$ cat config.mk
export PLATFORM = sky130hd
export DESIGN_NAME = int_mul
export DESIGN_NICKNAME = d
export VERILOG_FILES = /design/src/rtl/int_mul_pkg.sv /design/src/rtl/int_mul.sv
export SDC_FILE = /design/constraint.sdc
export NUM_CORES = 1
export LEC_CHECK = 0
export CORE_MARGIN = 2
export CORE_UTILIZATION = 50
export CTS_CLUSTER_SIZE = 28
export DETAILED_ROUTE_END_ITERATION = 10
export DONT_BUFFER_PORTS = 1
export PLACE_DENSITY_LB_ADDON = 0.2
export SETUP_SLACK_MARGIN = 0.3
export SLEW_MARGIN = 0
export SYNTH_ARGS = -nofsm -noshare
export SYNTH_HDL_FRONTEND = slang
export SYNTH_SLANG_ARGS = --single-unit
$ cat constraint.sdc
create_clock -name clk_i -period 6.85 [get_ports clk_i]
set_input_delay 1.7125 -clock clk_i [delete_from_list [all_inputs] [get_ports clk_i]]
set_output_delay 1.7125 -clock clk_i [all_outputs]
set_load 0.02 [all_outputs]
$ cat src/rtl/int_mul_pkg.sv
// Shared constants and helpers for the iterative integer multiplier.
package int_mul_pkg;

    localparam int DEFAULT_WIDTH = 24;

    // The counter is one bit wider than needed so it can reach WIDTH-1 for any legal WIDTH.
    function automatic int cnt_bits(input int width);
        return $clog2(width) + 1;
    endfunction

endpackage

$ cat src/rtl/int_mul.sv
// Iterative radix-2 unsigned multiplier: WIDTH x WIDTH -> 2*WIDTH product over WIDTH cycles,
// with a start/valid handshake.
module int_mul
    import int_mul_pkg::*;
#(
    parameter int WIDTH = DEFAULT_WIDTH
) (
    input  logic               clk_i,
    input  logic               reset_i,
    input  logic               start_i,
    input  logic [WIDTH-1:0]   a_i,
    input  logic [WIDTH-1:0]   b_i,
    output logic [2*WIDTH-1:0] p_o,
    output logic               valid_o,
    output logic               busy_o
);

    localparam int CW = cnt_bits(WIDTH);

    typedef enum logic [1:0] {
        IDLE,
        CALC,
        DONE
    } mul_state_e;

    mul_state_e state, state_next;

    logic [WIDTH-1:0] mcand;
    logic [WIDTH-1:0] mplier;
    logic [WIDTH:0]   acc;
    logic [WIDTH:0]   sum;
    logic [WIDTH:0]   addend;
    logic [CW-1:0]    cnt;
    logic             accept;
    logic             last_iter;

    always_ff @(posedge clk_i) begin
        if (reset_i) begin
            state <= IDLE;
        end else begin
            state <= state_next;
        end
    end

    always_comb begin
        state_next = state;
        accept     = 1'b0;
        busy_o     = 1'b0;
        valid_o    = 1'b0;
        case (state)
            IDLE: begin
                if (start_i) begin
                    accept     = 1'b1;
                    state_next = CALC;
                end
            end
            CALC: begin
                busy_o = 1'b1;
                if (last_iter) begin
                    state_next = DONE;
                end
            end
            DONE: begin
                valid_o = 1'b1;
                if (start_i) begin
                    accept     = 1'b1;
                    state_next = CALC;
                end else begin
                    state_next = IDLE;
                end
            end
            default: state_next = IDLE;
        endcase
    end

    // acc[WIDTH] is always zero after a shift, so adding the full acc equals adding its low WIDTH bits.
    assign addend    = mplier[0] ? {1'b0, mcand} : '0;
    assign sum       = acc + addend;
    assign last_iter = (cnt == CW'(WIDTH - 1));

    always_ff @(posedge clk_i) begin
        if (reset_i) begin
            mcand  <= '0;
            mplier <= '0;
            acc    <= '0;
            cnt    <= '0;
            p_o    <= '0;
        end else if (accept) begin
            mcand  <= a_i;
            mplier <= b_i;
            acc    <= '0;
            cnt    <= '0;
        end else if (state == CALC) begin
            acc    <= {1'b0, sum[WIDTH:1]};
            mplier <= {sum[0], mplier[WIDTH-1:1]};
            cnt    <= cnt + CW'(1);
            // Latch the final shifted value so p_o holds through IDLE and the next CALC.
            if (last_iter) begin
                p_o <= {sum, mplier[WIDTH-1:1]};
            end
        end
    end

endmodule
==> impl_metrics.json <==
{
  "crit_arrival_ns": 1.79,
  "die_w_um": 113,
  "cts-resized-gates": 0,
  "vias": 5017,
  "cp.required_ns": 5.14,
  "powerDensity_mw_per_mm2": 271,
  "drtIter0Drc": 345,
  "cts_sinks": 128,
  "hold_viol_final": 0,
  "ant_nets": 0,
  "drv_slew": 0,
  "yosysSeqAreaShare": 0.430,
  "peakVddDrop_uv": 179,
  "fp-row-count": 39,
  "power.net_switching_uw": 413,
  "multi_input_area_sq_mm": 0.00320,
  "yosys_warnings": 0,
  "grt_start_max_net_pins": 109,
  "ys.flop_type": "dfxtp_1",
  "syn_to_final_growth_pct": 9.94,
  "fin_crit_sh": 0.512,
  "io_pins": 101,
  "violations": "DRC",
  "cts_hold_buf": 0,
  "ys_types": 53,
  "syn-num-nets": 827,
  "post_cts.repair.setup_buffers": 0,
  "slew_headroom": 0.282,
  "p_leak_nw": 2.55,
  "outcome": "complete, but fails checks",
  "async_flop_share": 0,
  "gr-usage-all-layers": 0.229,
  "skew_ns": 0.00812,
  "fin_nets": 798,
  "final_cell_mix": "160 x nand2_1, 128 x dfxtp_1, 97 x a21oi_1",
  "wl_per_cell_um": 16.2,
  "die_h_um": 113,
  "drive_above_1_share": 0.0587,
  "finalCriticalPeriod_ns": 3.50,
  "wl_um": 14200,
  "layout_commonest_cell": "nand2_1",
  "maxCapViolCount": 0,
  "dr.pass1.iters": 8,
  "synth.avg_cell_area_sq_um": 7.94,
  "finalSetupTns_ns": 0,
  "p_comb_frac": 0.061,
  "synth_seq_cells": 128,
  "finish.utilization": 0.568,
  "gp_congestion": 0.890,
  "cts_root_buf": "clkbuf_16",
  "antenna_found_initial": 0,
  "core_sq_mm": 0.0115,
  "fillers": 1074,
  "antenna-diode-count": 0,
  "clk_pin_slew_ns": 0.06,
  "synth_edf_count": 0,
  "path_class": "flip-flop to primary output",
  "startpoint_type": "flip-flop",
  "intPower_mw": 1.36,
  "hp-class": "flip-flop to flip-flop",
  "first_global_vias": 4880,
  "port_buffers": 0,
  "cts_buffers": 17,
  "cts_tree": "built",
  "h-tree-depth": 4,
  "swShare": 0.233,
  "crit_fanout": 53,
  "pwr-share-clk": 0.491,
  "grt_pass1_wl_um": 23700,
  "worst_slew_pin_slew_ns": 1.08,
  "grt.overflow.total": 0,
  "viasPerCell": 5.73,
  "postSynthCellCount": 750,
  "timing.rr.start": "mplier[0]$_SDFFE_PP0P_",
  "startpoint": "state[1]$_SDFFE_PP0P_",
  "dp_hpwl_um": 9360,
  "clock_latency_ns": 0.42,
  "die_area_sq_mm": 0.0128,
  "cp-end-kind": "primary output",
  "start_util": 0.517,
  "seqCellArea_sq_mm": 0.00256,
  "hp-start": "mcand[21]$_SDFFE_PP0P_",
  "power_frac_seq": 0.448,
  "rsz0062_at_grt": "no",
  "setup_viol_count_final": 0,
  "syn_area_sq_mm": 0.00595,
  "fmax_ghz": 0.285,
  "drc": 5,
  "cts_buffer_depth": 2
}
path summary, 6_finish.rpt:
path | endpoint | slack (ns) | depth (start not counted)
min reg2reg | mcand[21]$_SDFFE_PP0P_ | 0.45 | 2
max | busy_o | 3.35 | 3
min | mcand[21]$_SDFFE_PP0P_ | 0.45 | 2
max reg2reg | acc[23]$_SDFFE_PP0P_ | 3.65 | 9
sequential cells by signal (all words and copies together), names as in the netlist:
signal / cells
mplier: 24
acc: 24
state: 2
mcand: 24
p_o: 48
cnt: 6
area by class of cell:
cell class,instances,area share
Multi-Input combinational cell,568,0.489
Clock inverter,9,0.0168
Sequential cell,128,0.391
Tap cell,143,0.0273
Timing Repair Buffer,3,0.00344
Inverter,3,0.00172
Clock buffer,21,0.0703
synth_stat cells, types with 3 or more instances:
| cell | instances | area [sq um] |
|---|---|---|
| o22ai_1 | 25 | 156 |
| o21a_1 | 6 | 45.0 |
| o21ai_0 | 10 | 50.1 |
| nand3_1 | 18 | 90.1 |
| o31ai_1 | 3 | 22.5 |
| nand4_1 | 8 | 50.1 |
| a31oi_1 | 3 | 18.8 |
| nor2b_1 | 3 | 18.8 |
| ha_1 | 25 | 313 |
| xnor2_1 | 9 | 78.8 |
| clkbuf_1 | 42 | 158 |
| o21ai_1 | 8 | 40.0 |
| buf_2 | 3 | 15.0 |
| nand2_1 | 160 | 601 |
| nor2_1 | 59 | 221 |
| a21o_1 | 8 | 60.1 |
| o211ai_1 | 4 | 30.0 |
| nand2b_1 | 5 | 31.3 |
| nor3_1 | 28 | 140 |
| xor2_1 | 15 | 131 |
| a211oi_1 | 8 | 60.1 |
| buf_1 | 6 | 22.5 |
| a21oi_1 | 97 | 485 |
| or4_1 | 4 | 30.0 |
| nand3b_1 | 5 | 37.5 |
| dfxtp_1 | 128 | 2560 |
| and2_1 | 27 | 169 |
per-stage QoR:
step                      hold slack (ns)  worst slack, ns  std cells  total power [mW]  cell area [sq um]
after floorplan                     0.432             3.80        750             0.897               5950
after global placement              0.435             3.26        845             0.914               5980
after detailed placement            0.441             3.23        845             0.918               5980
after CTS                           0.449             3.33        875              1.79               6550
after global routing                0.466             3.22        875              1.84               6550
final                               0.453             3.35        875              1.77               6550
power groups by stage:
stage	clock [mW]	combinational, mW	sequential [mW]
final	0.871	0.108	0.794
after global routing	0.918	0.123	0.798
after CTS	0.883	0.109	0.794
after detailed placement	0	0.108	0.810
after global placement	0	0.106	0.809
after floorplan	0	0.0967	0.801
critical path: stages (launching register included):
cell      delay [ns]
dfxtp_1         0.31
nand2b_2        0.10
buf_4           0.49
inv_2           0.45
metal layers:
layer | vias to the layer above | wire length, um | track usage | part of all wire
li1 | 2545 | - | - | -
met1 | 2349 | 6580 | 0.288 | 0.46
met2 | 103 | 6730 | 0.377 | 0.47
met3 | 20 | 660 | 0.0611 | 0.046
met4 | 0 | 239 | 0.0846 | 0.017
met5 | - | 0 | 0 | 0
kinds of logic (layout without fill, tap and decap cells):
kind of cell               Yosys count  after routing  synth area share
muxes                                2              2           0.00336
xor gates and xnor gates            24             24            0.0353
AOI/OAI and AO/OA                  190            190             0.196
adders and majority gates           26             26            0.0559
DFF                                128            128             0.430
and+or+nand+nor                    326            326             0.244
buffers and inverters               54             36            0.0347
(Power assumes the default switching activity.)
